<file path="config.mk">
export PLATFORM = sky130hd
export DESIGN_NAME = spu_mastq
export DESIGN_NICKNAME = d
export VERILOG_FILES = /design/src/rtl/spu_mastq_pkg.sv /design/src/rtl/spu_mastq_rdpipe.sv /design/src/rtl/spu_mastq.sv
export SDC_FILE = /design/constraint.sdc
export NUM_CORES = 1
export LEC_CHECK = 0
export ABC_AREA = 1
export BUFFER_PORTS_ARGS = -buffer_cell sky130_fd_sc_hd__buf_4
export CAP_MARGIN = 30
export CORE_MARGIN = 3
export CORE_UTILIZATION = 55
export CTS_BUF_LIST = sky130_fd_sc_hd__clkbuf_16
export CTS_CLUSTER_DIAMETER = 60
export DETAILED_ROUTE_END_ITERATION = 10
export PLACE_DENSITY = 0.79
export SYNTH_ARGS = -nofsm -noshare
export SYNTH_HDL_FRONTEND = slang
export SYNTH_SLANG_ARGS = --single-unit
</file>
<file path="constraint.sdc">
create_clock -name rclk -period 2.6 [get_ports rclk]
set_clock_uncertainty 0.05 [all_clocks]
set_input_delay 0.13 -clock rclk [delete_from_list [all_inputs] [get_ports rclk]]
set_output_delay 0.13 -clock rclk [all_outputs]
set_load 0.005 [all_outputs]
</file>
<file path="src/rtl/spu_mastq_pkg.sv">
// Shared types and sizing helpers for the MA-store sequencer.
// State encoding is one-hot; PTR_W/CNT_W give the default geometry.
package spu_mastq_pkg;

    typedef enum logic [2:0] {
        ST_IDLE  = 3'b001,
        ST_RUN   = 3'b010,
        ST_DRAIN = 3'b100
    } state_e;

    localparam int DEPTH_DEF = 4;
    localparam int PTR_W     = $clog2(DEPTH_DEF);
    localparam int CNT_W     = PTR_W + 1;

    // Counter width able to hold the value depth itself.
    function automatic int cnt_w(input int depth);
        return $clog2(depth) + 1;
    endfunction

endpackage

</file>
<file path="src/rtl/spu_mastq_rdpipe.sv">
// MA memory read-latency tracker: RD_LAT-stage valid shift register.
// Ports: clk, rst_l, flush (sync clear), rd in; wen strobe, infl count out.
module spu_mastq_rdpipe #(
    parameter int RD_LAT = 2,
    parameter int CW     = 3
) (
    input  logic          clk,
    input  logic          rst_l,
    input  logic          flush,
    input  logic          rd,
    output logic          wen,
    output logic [CW-1:0] infl
);

    logic [RD_LAT-1:0] vld;

    always_ff @(posedge clk) begin
        if (!rst_l || flush) begin
            vld <= '0;
        end else begin
            vld[0] <= rd;
            for (int i = 1; i < RD_LAT; i++) begin
                vld[i] <= vld[i-1];
            end
        end
    end

    // The stage leaving this cycle still counts: occ only picks it
    // up on the next edge.
    always_comb begin
        infl = '0;
        for (int i = 0; i < RD_LAT; i++) begin
            infl = infl + CW'(vld[i]);
        end
    end

    assign wen = vld[RD_LAT-1];

endmodule

</file>
<file path="src/rtl/spu_mastq.sv">
// MA-store sequencer: streams LEN words from MA memory through a
// DEPTH-entry store buffer to LSU store requests, up to DEPTH in flight.
// Ports: rclk, rst_l, se; issue (iss_pulse, op_store, len_in); LSU
// (streq, streq_ack, stbuf_*); aborts (perr_set, force_abort);
// MA memory (memren, maaddr_addrinc); mpa_addrinc, busy, done_set.
module spu_mastq
    import spu_mastq_pkg::*;
#(
    parameter int LEN_W  = 6,
    parameter int DEPTH  = 4,
    parameter int RD_LAT = 2
) (
    input  logic                     rclk,
    input  logic                     rst_l,
    input  logic                     se,
    input  logic                     iss_pulse,
    input  logic                     op_store,
    input  logic [LEN_W-1:0]         len_in,
    input  logic                     streq_ack,
    input  logic                     perr_set,
    input  logic                     force_abort,
    input  logic                     allma_stacks_ok,
    output logic                     memren,
    output logic                     maaddr_addrinc,
    output logic                     stbuf_wen,
    output logic [$clog2(DEPTH)-1:0] stbuf_wptr,
    output logic [$clog2(DEPTH)-1:0] stbuf_rptr,
    output logic                     streq,
    output logic                     mpa_addrinc,
    output logic                     busy,
    output logic                     done_set
);

    localparam int PW = $clog2(DEPTH);
    localparam int CW = cnt_w(DEPTH);
    localparam logic [CW:0] DEPTH_V = (CW+1)'(DEPTH);

    state_e           state_q;
    state_e           state_d;
    logic [LEN_W-1:0] rem_q;
    logic [CW-1:0]    occ_q;
    logic [CW-1:0]    occ_nxt;
    logic [CW-1:0]    infl;
    logic [PW-1:0]    wptr_q;
    logic [PW-1:0]    rptr_q;
    logic             done_q;
    logic             done_dly_q;
    logic             mpa_q;

    logic is_idle;
    logic is_run;
    logic is_drain;
    logic stop;
    logic abort;
    logic start;
    logic start_zero;
    logic rd;
    logic wen_raw;
    logic wen;
    logic req;
    logic pop;
    logic drain_done;
    logic unused_se;

    assign unused_se = se;

    assign is_idle  = (state_q == ST_IDLE);
    assign is_run   = (state_q == ST_RUN);
    assign is_drain = (state_q == ST_DRAIN);

    assign stop  = perr_set | force_abort;
    assign abort = ~is_idle & stop;

    assign start      = is_idle & iss_pulse & op_store
                      & (len_in != '0);
    assign start_zero = is_idle & iss_pulse & op_store
                      & (len_in == '0);

    // Filled entries plus reads still in the pipe bound new reads.
    assign rd = is_run & (rem_q != '0) & ~abort
              & (({1'b0, occ_q} + {1'b0, infl}) < DEPTH_V);

    assign wen = wen_raw & ~is_idle & ~abort;
    assign req = ~is_idle & (occ_q != '0) & ~stop;
    assign pop = req & streq_ack;

    assign occ_nxt = occ_q + CW'(wen) - CW'(pop);

    // Look at next-cycle occupancy so IDLE follows the last ack directly.
    assign drain_done = is_drain & (occ_nxt == '0) & (infl == '0);

    spu_mastq_rdpipe #(
        .RD_LAT (RD_LAT),
        .CW     (CW)
    ) u_rdpipe (
        .clk   (rclk),
        .rst_l (rst_l),
        .flush (abort),
        .rd    (rd),
        .wen   (wen_raw),
        .infl  (infl)
    );

    always_ff @(posedge rclk) begin
        if (!rst_l) state_q <= ST_IDLE;
        else        state_q <= state_d;
    end

    always_comb begin
        state_d = state_q;
        if (abort) begin
            state_d = ST_IDLE;
        end else begin
            unique case (state_q)
                ST_IDLE: begin
                    if (start) state_d = ST_RUN;
                end
                ST_RUN: begin
                    if (rd && rem_q == LEN_W'(1)) state_d = ST_DRAIN;
                end
                ST_DRAIN: begin
                    if (drain_done) state_d = ST_IDLE;
                end
                default: state_d = ST_IDLE;
            endcase
        end
    end

    always_comb begin
        memren         = rd;
        maaddr_addrinc = rd;
        stbuf_wen      = wen;
        streq          = req;
        busy           = ~is_idle;
        done_set       = done_q & done_dly_q & allma_stacks_ok;
    end

    assign stbuf_wptr  = wptr_q;
    assign stbuf_rptr  = rptr_q;
    assign mpa_addrinc = mpa_q;

    always_ff @(posedge rclk) begin
        if (!rst_l) begin
            rem_q      <= '0;
            occ_q      <= '0;
            wptr_q     <= '0;
            rptr_q     <= '0;
            done_q     <= 1'b0;
            done_dly_q <= 1'b0;
            mpa_q      <= 1'b0;
        end else begin
            mpa_q      <= pop;
            done_dly_q <= done_q;
            if (start_zero || abort || drain_done) begin
                done_q <= 1'b1;
            end else if (iss_pulse) begin
                done_q <= 1'b0;
            end
            if (start) begin
                rem_q  <= len_in;
                occ_q  <= '0;
                wptr_q <= '0;
                rptr_q <= '0;
            end else if (abort) begin
                rem_q <= '0;
                occ_q <= '0;
            end else begin
                if (rd)  rem_q  <= rem_q - LEN_W'(1);
                if (wen) wptr_q <= wptr_q + PW'(1);
                if (pop) rptr_q <= rptr_q + PW'(1);
                occ_q <= occ_nxt;
            end
        end
    end

endmodule

</file>
# Word-level counts from Yosys, hierarchy flattened
# Index checks and enable logic that the tools add are counted.
word_totals:
  regBits: 21
op_classes:
  muxes: 9
  bitwise: 22
  n_eq_ne: 7
  n_addsub: 7
  n_lt_le_gt_ge: 1
  n_reduce_logical: 19
ops:
  columns: ["cell", "n"]
  rows:
  - ["$mux W6", 3]
  - ["$and A1 B1 Y1", 17]
  - ["$reduce_bool A6 Y1", 2]
  - ["$mux W3", 3]
  - ["$pmux W3 S3", 1]
  - ["$eq A6 B1 Y1 const B", 1]
  - ["$logic_not A3 Y1", 2]
  - ["$logic_not A6 Y1", 1]
  - ["$ne A2 B1 Y1 const B", 3]
  - ["$reduce_bool A3 Y1", 2]
  - ["$sub A6 B1 Y6 const B", 1]
  - ["$add A2 B1 Y2 const B", 2]
  - ["$add A3 B3 Y4", 1]
  - ["$lt A4 B3 Y1 const B", 1]
  - ["$not A1 Y1", 4]
  - ["$reduce_and A2 Y1", 2]
  - ["$reduce_or A2 Y1", 2]
  - ["$add A3 B1 Y3", 1]
  - ["$eq A3 B1 Y1 const B", 1]
  - ["$eq A3 B2 Y1 const B", 1]
  - ["$eq A3 B3 Y1 const B", 1]
  - ["$logic_or A1 B1 Y1", 3]
  - ["$reduce_and A3 Y1", 1]
  - ["$reduce_or A3 Y1", 1]
  - ["other kinds (7)", 8]

# Logic depth before layout (Yosys ltp)
depth:
  depth_word: 12
  depth_mapped: 17

# Modules after synthesis
# A second synthesis with hierarchy kept.
unflattened:
  cells_unflattened: 205
  hier_area_um2: 1352.5
by_module_without_submodules:
  columns: ["mod", "n_inst", "seq_area_each_um2", "area_each_um2", "cells_per_inst"]
  rows:
  - ["spu_mastq", 1, 380.4, 1266.2, 194]
  - ["spu_mastq_rdpipe", 1, 40.0, 86.3, 11]

# Worst setup path after synthesis
# No wires, ideal clock.
synth_timing:
  kind: "reg-to-reg"
  start: "reg state_q[1]"
  end: "reg state_q[0]"
  path_stages_with_launch: 18
  n_path_buf: 0
  period_less_slack_ps: 2355
  slack_ps: 245
  arrival_ps: 2236
  cell_sequence: "dfxtp_1 inv_2 nand3_4 nand2_4 nor2_2 nand2_2 inv_1 ha_1 inv_1 ha_1 inv_1 fa_1 nand3_1 nor2_1 nand3_1 nand2_1 nand3_1 o21ai_1"
synth_via:
  elab_cells_between_ends: 29
  cone_classes: "2 x add/sub; 6 x eq/ne; 1 x mux; 16 x bitwise; 4 x reduce/logical"
synth_rtl:
  columns: ["element", "line_no", "text"]
  rows:
  - ["from (decl)", "spu_mastq.sv:38", "state_e state_q;"]
  - ["from (signal assigned)", "spu_mastq.sv:106", "else state_q <= state_d;"]
  - ["$eq A3 B1 Y1", "spu_mastq.sv:67", "assign is_idle = (state_q == ST_IDLE);"]
  - ["$not A1 Y1", null, null]
  - ["net busy", "spu_mastq.sv:30", "output logic busy,"]
  - ["$and A1 B1 Y1 (2 in series)", "spu_mastq.sv:84", "assign req = ~is_idle & (occ_q != '0) & ~stop;"]
  - ["net streq", "spu_mastq.sv:28", "output logic streq,"]
  - ["$and A1 B1 Y1", "spu_mastq.sv:85", "assign pop = req & streq_ack;"]
  - ["net pop", "spu_mastq.sv:61", "logic pop;"]
  - ["$sub A3 B1 Y3", "spu_mastq.sv:87", "assign occ_nxt = occ_q + CW'(wen) - CW'(pop);"]
  - ["$logic_not A3 Y1", "spu_mastq.sv:90", "assign drain_done = is_drain & (occ_nxt == '0) & (infl == '0);"]
  - ["$and A1 B1 Y1 (2 in series)", "spu_mastq.sv:90", null]
  - ["$ne A2 B1 Y1 (no source line)", null, null]
  - ["$reduce_and A3 Y1 (no source line)", null, null]
# The timed path passes the listed nets, and every way through them passes these cells.
# A chain may end at the register's enable or synchronous reset.

# Worst setup path after layout
layout_timing:
  start: "reg occ_q[2]"
  end: "reg done_q"
layout_via:
  elab_chain_len: 10
  elab_cells_between_ends: 12
  cone_classes: "2 x add/sub; 1 x mux; 5 x bitwise; 4 x reduce/logical"
layout_rtl:
  columns: ["element", "line_no", "text"]
  rows:
  - ["from (decl)", "spu_mastq.sv:41", "logic [CW-1:0] occ_q;"]
  - ["from (signal assigned)", "spu_mastq.sv:171", "occ_q <= occ_nxt;"]
  - ["$reduce_bool A3 Y1 *", "spu_mastq.sv:84", null]
  - ["$and A1 B1 Y1 * (2 in series)", "spu_mastq.sv:84", null]
  - ["$and A1 B1 Y1 *", "spu_mastq.sv:85", null]
  - ["net pop", "spu_mastq.sv:61", null]
  - ["$sub A3 B1 Y3 *", "spu_mastq.sv:87", null]
  - ["$logic_not A3 Y1 *", "spu_mastq.sv:90", null]
  - ["$and A1 B1 Y1 * (2 in series)", "spu_mastq.sv:90", null]
  - ["$logic_or A1 B1 Y1 *", "spu_mastq.sv:154", "if (start_zero || abort || drain_done) begin"]
  - ["$mux W1 / $reduce_bool A2 Y1 (equally long branches)", null, null]
  - ["to (signal assigned)", "spu_mastq.sv:148", "done_q <= 1'b0;"]
  - ["to (signal assigned)", "spu_mastq.sv:155", "done_q <= 1'b1;"]
  - ["to (signal assigned)", "spu_mastq.sv:157", "done_q <= 1'b0;"]
  - ["to (decl)", "spu_mastq.sv:46", "logic done_q;"]
# The timed path passes the listed nets; every way through them passes the cells marked *.

==> run metrics <==
Post-synth EDFFs=0; Data arrival, critical path=2.59 ns; I/O pins=26; Register Area=422 µm²; TritonCTS clock tree=done; Antenna diodes=0; CTS H-tree depth=1; crit share post-route=0.942; max-cap viol count=0; Cell Pwr Density=605 nW/µm²; die height=56.3 µm; clk_lat worst skew=0.26 ns; Primary FF master, synth=dfxtp_1; dominant cells by area after synthesis=dfxtp_1 30%, nand2_1 13%, nor2_1 8.3%; Avg Inst Size Synth=6.93 µm²; drt drc=0; RePlAce Congestion=0.821; WHS Endpoint=done_dly_q; DR WL/cell=11.9 µm; Register-to-Register Setup Slack=0.15 ns; reg2reg start=occ_q[2]; worst hold path class=input port to register; Post-layout nets=255; first-pass GRT wire length=5.32 mm; DRT Wirelength=3.06 mm; Max IR drop VDD=585 µV; Mapped Area=1390 µm²; Vias/cell=5.05; worst reg-to-reg path cell count=14; core area=2300 µm²; synth-to-layout area growth=23.2%; Worst Tran Pin Value=0.222 ns; CP endpoint kind=register; post-layout util=0.747; critical path startpoint category=register; share of layout cells above drive strength 1=0.248; GRT Residual Overflow=0; Max Slew Vio Count=0; die width=56.3 µm; Iter 0 DRT Violations=24; Worst slew margin=0.852; synthesized net count=225; ANT nets after route=0; Synth area leader=dfxtp_1; # clock sinks=21; GRT Overall Usage=0.209; Final Setup Violations=0; Hold Vio Cnt, Final=0; Critical Path RT=2.74 ns; clk buf depth=2; min Tclk post-route=2.45 ns; CTS Buf Count=3; FILL cells=188; pin count of the biggest net entering global routing=14; vias=1302; #FFs+latches synth=21; sequential area share after synthesis=0.302; Clock transition at path regs=0.06 ns; Initial Util=0.607; multi-input logic area=846 µm²; row cnt=17; initial antenna violation count=0; Max FO, Critical Path=4; die area=3170 µm²; top-area cell type share of the netlist area=0.302; status=finished clean; pre-CTS setup slack=0.0211 ns; clock tree root buffer cell=clkbuf_16; vias in the first global route=1258; Hold Path Cell Cnt=3; dpl hpwl=2.40 mm; drt pass-1 iters=4; port bufs=24; Fmax=408 MHz; PnR worst setup slack=0.151 ns; leakage=0.897 nW; YS warnings=0; synthesized instance count=201; capturing point of the worst reg2reg path=done_q; Post-synth ARST share=0; most instantiated library cell after synthesis=nand2_1; Crit Path Class=register to register; post-synth cell types=30; HP Start=rst_l; most frequent cells after synthesis=48 x nand2_1, 31 x nor2_1, 29 x inv_1
[flip-flops by register name (all words and copies together) (netlist names)]
name          count
u_rdpipe.vld      2
rem_q             6
stbuf_rptr        2
done_dly_q        1
occ_q             3
mpa_addrinc       1
done_q            1
state_q           3
stbuf_wptr        2
[cells in the final DEF, fill, tap and decap left out, types with 2 or more instances in the layout]
cell       count
nand2_4        5
inv_2          5
nand3_1       18
buf_4         28
a21oi_1        7
ha_1           8
nor2_2         3
nand2_1       48
nand4_1        2
nor2_8         2
nor2_4         2
inv_1         28
clkbuf_16      3
dfxtp_1       20
xor2_1         3
nor2_1        31
or2_0          2
nand3_2        2
[stage by stage]
| step | hold slack [ns] | cells | instance area (µm²) | setup TNS (ns) | power (W) |
|---|---|---|---|---|---|
| final | 0.107 | 258 | 1720 | 0 | 0.00104 |
| after global routing | 0.130 | 258 | 1720 | -0.0184 | 0.00111 |
| after CTS | 0.102 | 256 | 1680 | 0 | 0.00104 |
| after detailed placement | 0.362 | 252 | 1600 | 0 | 0.000709 |
| after global placement | 0.352 | 252 | 1600 | 0 | 0.000697 |
| after floorplan | 0.239 | 201 | 1390 | 0 | 0.000637 |
[worst max-delay path by stage]
stage,start,end,slack [ns],cells after the start
after global routing,state_q[1],state_q[0],-0.02,17
after global placement,occ_q[2],state_q[0],0.11,15
after floorplan,state_q[1],state_q[0],0.25,17
after CTS,occ_q[2],state_q[0],0.003,15
after detailed placement,occ_q[2],state_q[0],0.02,15
final,occ_q[2],done_q,0.15,14
[worst max-delay path: stages (launching register included)]
cell     delay (ns)
dfxtp_1        0.34
nor3_2         0.20
nor2_2         0.07
nand2_2        0.08
inv_2          0.04
ha_1           0.26
inv_1          0.06
ha_1           0.13
inv_1          0.05
fa_1           0.50
nand3_1        0.08
nor2_1         0.11
nand3_1        0.10
buf_4          0.17
a31oi_4        0.14
[cell families after synthesis]
group / share of synthesized area
simple gates: 0.439
flops: 0.302
compound gates: 0.0485
xor+xnor: 0.0189
fa+ha+maj: 0.0862
buf+inv: 0.106
[layout make-up]
type | instances | area share
clock buffers | 3 | 0.0437
repair buffers | 28 | 0.122
multi-input cells | 144 | 0.493
clock inverters | 1 | 0.00292
flip-flops and latches | 21 | 0.246
well taps | 28 | 0.0204
inverters | 33 | 0.0722
[metal layers]
layer / global-route usage / routed length (µm) / share of wire
met1: 0.260 / 1380 / 0.45
met3: 0.0368 / 135 / 0.044
met2: 0.352 / 1500 / 0.49
met4: 0.0881 / 48 / 0.016
met5: 0 / 0 / 0
[repair_timing]
action / 4_1_cts / 5_1_grt
gates resized for setup: 0 / 4
buffers inserted: 0 / 2
setup endpoints to repair: 0 / 3
hold buffers: 0 / 0
[where the power goes]
group | leakage (nW) | internal (W) | total [W] | switching [W]
Combinational | 0.684 | 0.000133 | 0.000337 | 0.000204
Sequential | 0.171 | 0.000348 | 0.000373 | 0.0000253
Clock | 0.0409 | 0.000207 | 0.000328 | 0.000121
Total | 0.897 | 0.000688 | 0.00104 | 0.000351
Power figures use the tool's default switching activity.
